==> config.mk <==
export PLATFORM = sky130hd
export DESIGN_NAME = ps2_key_framer
export DESIGN_NICKNAME = d
export VERILOG_FILES = /design/src/rtl/ps2_key_framer.sv
export SDC_FILE = /design/constraint.sdc
export NUM_CORES = 1
export LEC_CHECK = 0
export ABC_CLOCK_PERIOD_IN_PS = 7800
export CELL_PAD_IN_SITES_DETAIL_PLACEMENT = 2
export CELL_PAD_IN_SITES_GLOBAL_PLACEMENT = 2
export CORE_MARGIN = 1.5
export CORE_UTILIZATION = 37
export CTS_CLUSTER_SIZE = 25
export DETAILED_ROUTE_END_ITERATION = 16
export DONT_BUFFER_PORTS = 1
export PLACE_DENSITY_LB_ADDON = 0.05
export SLEW_MARGIN = 5
export SYNTH_ARGS = -nofsm -noshare
export SYNTH_HDL_FRONTEND = slang
export SYNTH_SLANG_ARGS = --single-unit
==> constraint.sdc <==
create_clock -name clk_sys -period 7.8 [get_ports clk_sys]
set_input_delay 2.34 -clock clk_sys [delete_from_list [all_inputs] [get_ports clk_sys]]
set_output_delay 2.34 -clock clk_sys [all_outputs]
set_load 0.05 [all_outputs]
==> src/rtl/ps2_key_framer.sv <==
`default_nettype none
// ============================================================================
//  Module   : ps2_key_framer
//  Purpose  : PS/2 keyboard receiver that deserialises 11-bit device frames,
//             groups scan-code bytes into complete key sequences and
//             publishes each sequence on a 65-bit toggle-strobed event bus.
//  Ports    : clk_sys    - system clock (sole clock domain)
//             reset      - asynchronous active-high reset
//             ps2_clk    - raw PS/2 clock line (asynchronous)
//             ps2_data   - raw PS/2 data line (asynchronous)
//             ps2_key    - [64] toggle strobe, [63:0] sequence bytes,
//                          newest byte in [7:0], unused upper bytes zero
//             frame_err  - one-cycle pulse on start/parity/stop/timeout error
//             busy       - high while a frame or multi-byte sequence is open
//  Params   : FILTER_LEN  - cycles a synchronised ps2_clk level must hold
//             TIMEOUT_CYC - idle cycles before partial data is dropped
//  Options  : PS2_TYPEMATIC_FILTER_EN - when defined, auto-repeated make
//             codes of a held key are suppressed until its break arrives.
//  Revision : 1.0 - initial release
// ============================================================================
module ps2_key_framer #(
    parameter int FILTER_LEN  = 8,
    parameter int TIMEOUT_CYC = 24000
) (
    input  logic        clk_sys,
    input  logic        reset,
    input  logic        ps2_clk,
    input  logic        ps2_data,
    output logic [64:0] ps2_key,
    output logic        frame_err,
    output logic        busy
);

    localparam int FW = (FILTER_LEN  > 1) ? $clog2(FILTER_LEN + 1)  : 1;
    localparam int TW = (TIMEOUT_CYC > 1) ? $clog2(TIMEOUT_CYC + 1) : 1;

    localparam logic [FW-1:0] FILT_LAST = FW'(FILTER_LEN - 1);
    localparam logic [TW-1:0] TO_LAST   = TW'(TIMEOUT_CYC - 1);

    // ------------------------------------------------------------------
    // Input synchronisers. Reset to the idle-high line level so that a
    // reset never manufactures a falling edge.
    // ------------------------------------------------------------------
    logic [1:0] clk_sync_q;
    logic [1:0] data_sync_q;

    always_ff @(posedge clk_sys or posedge reset) begin
        if (reset) begin
            clk_sync_q  <= 2'b11;
            data_sync_q <= 2'b11;
        end else begin
            clk_sync_q  <= {clk_sync_q[0], ps2_clk};
            data_sync_q <= {data_sync_q[0], ps2_data};
        end
    end

    // ------------------------------------------------------------------
    // Glitch filter: the filtered clock follows the synchronised clock
    // only after FILTER_LEN consecutive samples disagree with it. The
    // data line is captured at the moment the filtered clock moves, so
    // bit_q is the data value belonging to that edge.
    // ------------------------------------------------------------------
    logic          clk_filt_q;
    logic [FW-1:0] filt_cnt_q;
    logic          fall_q;      // filtered falling edge, one-cycle pulse
    logic          edge_q;      // any filtered edge, one-cycle pulse
    logic          bit_q;

    always_ff @(posedge clk_sys or posedge reset) begin
        if (reset) begin
            clk_filt_q <= 1'b1;
            filt_cnt_q <= '0;
            fall_q     <= 1'b0;
            edge_q     <= 1'b0;
            bit_q      <= 1'b1;
        end else begin
            fall_q <= 1'b0;
            edge_q <= 1'b0;
            if (clk_sync_q[1] == clk_filt_q) begin
                filt_cnt_q <= '0;
            end else if (filt_cnt_q == FILT_LAST) begin
                clk_filt_q <= clk_sync_q[1];
                filt_cnt_q <= '0;
                edge_q     <= 1'b1;
                fall_q     <= ~clk_sync_q[1];
                bit_q      <= data_sync_q[1];
            end else begin
                filt_cnt_q <= filt_cnt_q + 1'b1;
            end
        end
    end

    // ------------------------------------------------------------------
    // Frame receiver
    // ------------------------------------------------------------------
    typedef enum logic [1:0] {
        RX_IDLE   = 2'd0,
        RX_DATA   = 2'd1,
        RX_PARITY = 2'd2,
        RX_STOP   = 2'd3
    } rx_state_t;

    rx_state_t     rx_state_q;
    logic [7:0]    rx_shift_q;
    logic [2:0]    rx_bits_q;
    logic          rx_par_ok_q;
    logic [TW-1:0] rx_to_q;
    logic [7:0]    byte_q;
    logic          byte_vld_q;
    logic          rx_flush_q;   // parity/stop failure: assembler must restart
    logic          frame_err_q;

    always_ff @(posedge clk_sys or posedge reset) begin
        if (reset) begin
            rx_state_q  <= RX_IDLE;
            rx_shift_q  <= '0;
            rx_bits_q   <= '0;
            rx_par_ok_q <= 1'b0;
            rx_to_q     <= '0;
            byte_q      <= '0;
            byte_vld_q  <= 1'b0;
            rx_flush_q  <= 1'b0;
            frame_err_q <= 1'b0;
        end else begin
            byte_vld_q  <= 1'b0;
            rx_flush_q  <= 1'b0;
            frame_err_q <= 1'b0;

            // Inter-edge watchdog; only meaningful once a frame has started.
            if (edge_q || (rx_state_q == RX_IDLE)) begin
                rx_to_q <= '0;
            end else if (rx_to_q == TO_LAST) begin
                rx_to_q     <= '0;
                rx_state_q  <= RX_IDLE;
                frame_err_q <= 1'b1;
            end else begin
                rx_to_q <= rx_to_q + 1'b1;
            end

            if (fall_q) begin
                case (rx_state_q)
                    RX_IDLE: begin
                        if (!bit_q) begin
                            rx_state_q <= RX_DATA;
                            rx_bits_q  <= '0;
                        end else begin
                            frame_err_q <= 1'b1;
                        end
                    end
                    RX_DATA: begin
                        rx_shift_q <= {bit_q, rx_shift_q[7:1]};
                        rx_bits_q  <= rx_bits_q + 3'd1;
                        if (rx_bits_q == 3'd7) begin
                            rx_state_q <= RX_PARITY;
                        end
                    end
                    RX_PARITY: begin
                        rx_par_ok_q <= ^{rx_shift_q, bit_q};
                        rx_state_q  <= RX_STOP;
                    end
                    RX_STOP: begin
                        rx_state_q <= RX_IDLE;
                        if (bit_q && rx_par_ok_q) begin
                            byte_q     <= rx_shift_q;
                            byte_vld_q <= 1'b1;
                        end else begin
                            frame_err_q <= 1'b1;
                            rx_flush_q  <= 1'b1;
                        end
                    end
                    default: rx_state_q <= RX_IDLE;
                endcase
            end
        end
    end

    // ------------------------------------------------------------------
    // Sequence assembler
    // ------------------------------------------------------------------
    typedef enum logic [1:0] {
        AS_EMPTY = 2'd0,
        AS_OPEN  = 2'd1,
        AS_PAUSE = 2'd2
    } as_state_t;

    as_state_t     as_state_q;
    as_state_t     as_state_d;
    logic [55:0]   seq_q;        // older bytes; the newest arrives in byte_q
    logic [63:0]   seq_d;
    logic [3:0]    cnt_q;
    logic [3:0]    cnt_d;
    logic [TW-1:0] as_to_q;
    logic [64:0]   key_q;
    logic          seq_hold;     // sequence continues after this byte
    logic          typematic_drop;

    always_comb begin
        seq_d      = {seq_q, byte_q};
        cnt_d      = (cnt_q == 4'd8) ? 4'd8 : cnt_q + 4'd1;
        seq_hold   = 1'b0;
        as_state_d = AS_EMPTY;
        if (cnt_d == 4'd8) begin
            // Eighth byte always closes the sequence.
            seq_hold = 1'b0;
        end else if (as_state_q == AS_PAUSE) begin
            seq_hold   = 1'b1;
            as_state_d = AS_PAUSE;
        end else if ((as_state_q == AS_EMPTY) && (byte_q == 8'hE1)) begin
            seq_hold   = 1'b1;
            as_state_d = AS_PAUSE;
        end else if ((byte_q == 8'hE0) || (byte_q == 8'hF0)) begin
            seq_hold   = 1'b1;
            as_state_d = AS_OPEN;
        end else if (((cnt_d == 4'd2) && (seq_d[15:0] == 16'hE012)) ||
                     ((cnt_d == 4'd3) && (seq_d[23:0] == 24'hE0F07C))) begin
            // Print-screen make/break are two glued extended codes.
            seq_hold   = 1'b1;
            as_state_d = AS_OPEN;
        end
    end

`ifdef PS2_TYPEMATIC_FILTER_EN
    logic        held_q;
    logic [63:0] last_make_q;
    logic        is_make;
    logic        is_break;
    logic [63:0] break_make;

    always_comb begin
        is_make        = (cnt_d == 4'd1) ||
                         ((cnt_d == 4'd2) && (seq_d[15:8] == 8'hE0));
        is_break       = ((cnt_d == 4'd2) && (seq_d[15:8] == 8'hF0)) ||
                         ((cnt_d == 4'd3) && (seq_d[23:8] == 16'hE0F0));
        // Make code that a given break code releases.
        break_make     = (cnt_d == 4'd3) ? {48'h0, 8'hE0, byte_q} : {56'h0, byte_q};
        typematic_drop = is_make && held_q && (seq_d == last_make_q);
    end

    always_ff @(posedge clk_sys or posedge reset) begin
        if (reset) begin
            held_q      <= 1'b0;
            last_make_q <= '0;
        end else if (byte_vld_q && !seq_hold) begin
            if (is_make && !typematic_drop) begin
                last_make_q <= seq_d;
                held_q      <= 1'b1;
            end else if (is_break && (break_make == last_make_q)) begin
                held_q <= 1'b0;
            end
        end
    end
`else
    assign typematic_drop = 1'b0;
`endif

    always_ff @(posedge clk_sys or posedge reset) begin
        if (reset) begin
            as_state_q <= AS_EMPTY;
            seq_q      <= '0;
            cnt_q      <= '0;
            as_to_q    <= '0;
            key_q      <= '0;
        end else if (rx_flush_q) begin
            as_state_q <= AS_EMPTY;
            seq_q      <= '0;
            cnt_q      <= '0;
            as_to_q    <= '0;
        end else if (byte_vld_q) begin
            // A byte arriving on the timeout cycle takes priority.
            as_to_q <= '0;
            if (seq_hold) begin
                seq_q      <= seq_d[55:0];
                cnt_q      <= cnt_d;
                as_state_q <= as_state_d;
            end else begin
                seq_q      <= '0;
                cnt_q      <= '0;
                as_state_q <= AS_EMPTY;
                if (!typematic_drop) begin
                    key_q <= {~key_q[64], seq_d};
                end
            end
        end else if (as_state_q != AS_EMPTY) begin
            if (as_to_q == TO_LAST) begin
                // Stale partial sequence is discarded without an error.
                as_state_q <= AS_EMPTY;
                seq_q      <= '0;
                cnt_q      <= '0;
                as_to_q    <= '0;
            end else begin
                as_to_q <= as_to_q + 1'b1;
            end
        end
    end

    assign ps2_key   = key_q;
    assign frame_err = frame_err_q;
    assign busy      = (rx_state_q != RX_IDLE) | (as_state_q != AS_EMPTY);

endmodule
`default_nettype wire

==> impl_metrics.prom <==
# TYPE chip_impl_metric gauge
chip_impl_metric{name="cts.hold.buffers_added",unit=""} 0
chip_impl_metric{name="dr.first_iter.drc_count",unit=""} 399
chip_impl_metric{name="clock_sink_count",unit=""} 194
chip_impl_metric{name="worst_ep_required_time",unit="ns"} 5.46
chip_impl_info{name="status",value="completed"} 1
chip_impl_info{name="synth_top_family_by_area",value="simple AND/OR/NAND/NOR gates"} 1
chip_impl_info{name="timing.critical_path.from",value="rx_state_q[0]"} 1
chip_impl_metric{name="timing.critical_path.arrival",unit="ns"} 1.75
chip_impl_metric{name="worst_r2r_path_depth",unit=""} 7
chip_impl_info{name="synth_largest_area_cell",value="dfrtp_1"} 1
chip_impl_metric{name="ys_async_sr_fraction",unit="%"} 100
chip_impl_metric{name="floorplan_die_height",unit="µm"} 167
chip_impl_metric{name="detail_route.wl_per_cell",unit="µm"} 23.0
chip_impl_metric{name="maxSlewViolCount",unit=""} 0
chip_impl_metric{name="area_fraction_in_compound_gates_after_synthesis",unit="%"} 19.7
chip_impl_info{name="hold_path.startpoint",value="data_sync_q[0]"} 1
chip_impl_metric{name="synth.distinct_cells",unit=""} 59
chip_impl_info{name="timing_worst_setup_path_type",value="reg2out"} 1
chip_impl_metric{name="clk_transition_reported_paths",unit="ns"} 0.07
chip_impl_metric{name="global_route.overflow_total",unit=""} 0
chip_impl_metric{name="drt_pre_antenna_iters",unit=""} 4
chip_impl_metric{name="die_width",unit="µm"} 167
chip_impl_metric{name="layout-drive-gt1-share",unit="%"} 7.47
chip_impl_metric{name="post_synth.cell_area_avg",unit="µm²"} 9.95
chip_impl_metric{name="synth-xor-area-share",unit="%"} 2.99
chip_impl_metric{name="cellPowerDensity",unit="nW/µm²"} 186
chip_impl_metric{name="numCtsBuffers",unit=""} 17
chip_impl_metric{name="core-area",unit="µm²"} 26200
chip_impl_metric{name="placementRows",unit=""} 59
chip_impl_metric{name="postRouteWirelength",unit="µm"} 29900
chip_impl_metric{name="num_io_pins",unit=""} 71
chip_impl_info{name="synth_top_flop_cell",value="dfrtp_1"} 1
chip_impl_metric{name="vias",unit=""} 7844
chip_impl_metric{name="hpwlAfterDp",unit="µm"} 18500
chip_impl_info{name="critical_path_endpoint_category",value="output pin"} 1
chip_impl_metric{name="worst-r2r-setup-slack",unit="ns"} 4.20
chip_impl_metric{name="adder_cell_area_share_of_the_yosys_netlist",unit="%"} 1.64
chip_impl_metric{name="skew",unit="ns"} 0.0152
chip_impl_info{name="ranking_of_synthesized_cells_by_area",value="dfrtp_1 47%, and2_1 7.4%, a22o_1 5.3%"} 1
chip_impl_metric{name="timing.max_slew.rel_slack",unit="%"} 15.5
chip_impl_metric{name="leakagePower",unit="nW"} 4.43
chip_impl_metric{name="post_cts_resize_count",unit=""} 0
chip_impl_info{name="holdCritPathClass",value="reg2reg"} 1
chip_impl_metric{name="maximum_frequency_from_static_timing_analysis",unit="MHz"} 244
chip_impl_metric{name="synthesized_net_count",unit=""} 1017
chip_impl_metric{name="global_route.usage.total",unit="%"} 22.5
chip_impl_info{name="most_frequent_cells_in_the_layout",value="188 x dfrtp_1, 117 x nand2_1, 117 x and2_1, 82 x nand3_1, 60 x a22o_1"} 1
chip_impl_metric{name="post_cts_buffers",unit=""} 0
chip_impl_metric{name="syn_inst",unit=""} 1000
chip_impl_metric{name="drt-vias-per-instance",unit=""} 6.04
chip_impl_metric{name="path_max_fanout",unit=""} 12
chip_impl_metric{name="fin_total_pwr",unit="mW"} 1.99
chip_impl_info{name="setup.worst_path.end",value="busy"} 1
chip_impl_metric{name="port_buffers",unit=""} 0
chip_impl_info{name="reg2reg_from",value="cnt_q[0]"} 1
chip_impl_info{name="unrepaired_setup_endpoints_after_global_routing",value="no"} 1
chip_impl_metric{name="setup_tns",unit="ns"} 0
chip_impl_metric{name="fin_crit_sh",unit="%"} 52.4
chip_impl_metric{name="start_util",unit="%"} 38.0
chip_impl_metric{name="count_of_nets_after_finishing",unit=""} 968
chip_impl_metric{name="worstSkewPairLatency",unit="ns"} 0.45
chip_impl_metric{name="grt_pass1_wl",unit="µm"} 50000
chip_impl_metric{name="routability_congestion_estimate",unit=""} 0.809
chip_impl_metric{name="synth_seq_cells",unit=""} 194
chip_impl_info{name="rr_endpoint",value="cnt_q[0]"} 1
chip_impl_metric{name="synthToLayoutAreaGrowth",unit="%"} 7.87
chip_impl_metric{name="synth-seq-area-share",unit="%"} 48.9
chip_impl_metric{name="setup-violations-final",unit=""} 0
chip_impl_metric{name="antenna_cells",unit=""} 0
chip_impl_metric{name="drv_cap",unit=""} 0
chip_impl_metric{name="number_of_buffers_on_the_longest_clock_path",unit=""} 2
chip_impl_metric{name="grt_pass1_vias",unit=""} 8868
chip_impl_metric{name="antenna_violations_before_repair",unit=""} 0
chip_impl_info{name="startpoint_type",value="flop"} 1
chip_impl_metric{name="finalWorstPathRequiredPeriod",unit="ns"} 4.09
chip_impl_metric{name="final.hold.worst_slack",unit="ns"} 0.359
chip_impl_metric{name="synth_edf_count",unit=""} 0
chip_impl_metric{name="post_synth_design_cell_area",unit="µm²"} 9950
chip_impl_info{name="tritoncts",value="built"} 1
chip_impl_metric{name="synth_simple_gate_area_share",unit="%"} 21.7
chip_impl_metric{name="synth_warnings",unit=""} 0
chip_impl_metric{name="post-route-drc-count",unit=""} 0
chip_impl_metric{name="pin_count_of_the_biggest_net_entering_global_routing",unit=""} 121
chip_impl_metric{name="cts-htree-levels",unit=""} 4
chip_impl_metric{name="min_delay_path_depth",unit=""} 0
chip_impl_metric{name="worst_pin_slew",unit="ns"} 1.27
chip_impl_metric{name="detail-route-antenna-nets",unit=""} 0
chip_impl_metric{name="final_util",unit="%"} 40.9
chip_impl_metric{name="netlist.area_leader.share",unit="%"} 47.3
chip_impl_info{name="mostFrequentLayoutCell",value="dfrtp_1"} 1
chip_impl_metric{name="power.ir.vdd_worst",unit="mV"} 0.0967
chip_impl_metric{name="dieArea",unit="µm²"} 27900
chip_impl_metric{name="synth_mux_area_share",unit="%"} 1.13
chip_impl_metric{name="timing.final.hold_violations",unit=""} 0
chip_impl_info{name="cts.root.buffer_cell",value="clkbuf_16"} 1
==> per-layer routing <==
metal	track usage [%]	vias to the layer above	part of all wire, %
li1	-	3584	-
met1	27.4	4142	43
met2	40.7	95	53
met3	4.40	23	3.9
met4	5.61	0	1.1
met5	0	-	0
==> report_power, final <==
group          internal, mW  switching [mW]  leakage [nW]
registers              1.02          0.0118          2.69
clock network         0.471           0.434         0.288
logic                0.0176          0.0398          1.45
total                  1.51           0.486          4.43
==> worst min path at each step <==
stage	to	slack [ns]
after floorplan	clk_sync_q[1]	0.35
after global placement	data_sync_q[1]	0.35
after detailed placement	data_sync_q[1]	0.35
after CTS	data_sync_q[1]	0.36
after global routing	data_sync_q[1]	0.36
final	data_sync_q[1]	0.36
==> cells in the mapped netlist (13+ instances only) <==
library cell,n
nand2_1,119
clkbuf_1,57
a221oi_1,59
ha_1,13
a22o_1,60
xnor2_1,20
xor2_1,14
o311ai_0,38
dfrtp_1,188
nor2_1,48
o311ai_1,19
nand3_1,82
and2_1,118
buf_2,14
o21ai_0,27
==> metrics by stage <==
step / instances / area, µm² / worst slack (ns)
2_1_floorplan: 1000 / 9950 / 0.186
3_3_place_gp: 1267 / 10100 / 4.07
3_5_place_dp: 1267 / 10100 / 3.98
4_1_cts: 1299 / 10700 / 3.68
5_1_grt: 1299 / 10700 / 3.57
6_report: 1299 / 10700 / 3.71
==> critical path: stages (launching register included) <==
cell     delay (ns)
dfrtp_1        0.42
inv_1          0.10
ha_1           0.39
nand2_1        0.41
==> state kept, by name, indices dropped and copies added, names as in the netlist, 3 cells and up <==
signal / cells
as_to_q: 15
byte_q: 8
cnt_q: 4
filt_cnt_q: 4
ps2_key: 65
rx_bits_q: 3
rx_shift_q: 8
rx_to_q: 15
seq_q: 56
==> final cells by class <==
class | count | area [µm²]
fill | 2728 | 15500
sequential | 194 | 4860
multi-input combinational | 714 | 4720
clock buffer | 20 | 457
tap | 335 | 419
clock inverter | 12 | 133
timing repair buffer | 12 | 90.1
inverter | 12 | 52.6
==> cell families after synthesis <==
| logic type | count (synthesis) |
|---|---|
| AND/OR/NAND/NOR | 423 |
| multiplexers | 10 |
| AO/OA/AOI/OAI | 234 |
| XOR/XNOR | 34 |
| buffers and inverters | 92 |
| flip-flops | 194 |
| adder cells (fa/ha/maj) | 13 |
No activity file was read; power rests on OpenSTA's default activity.
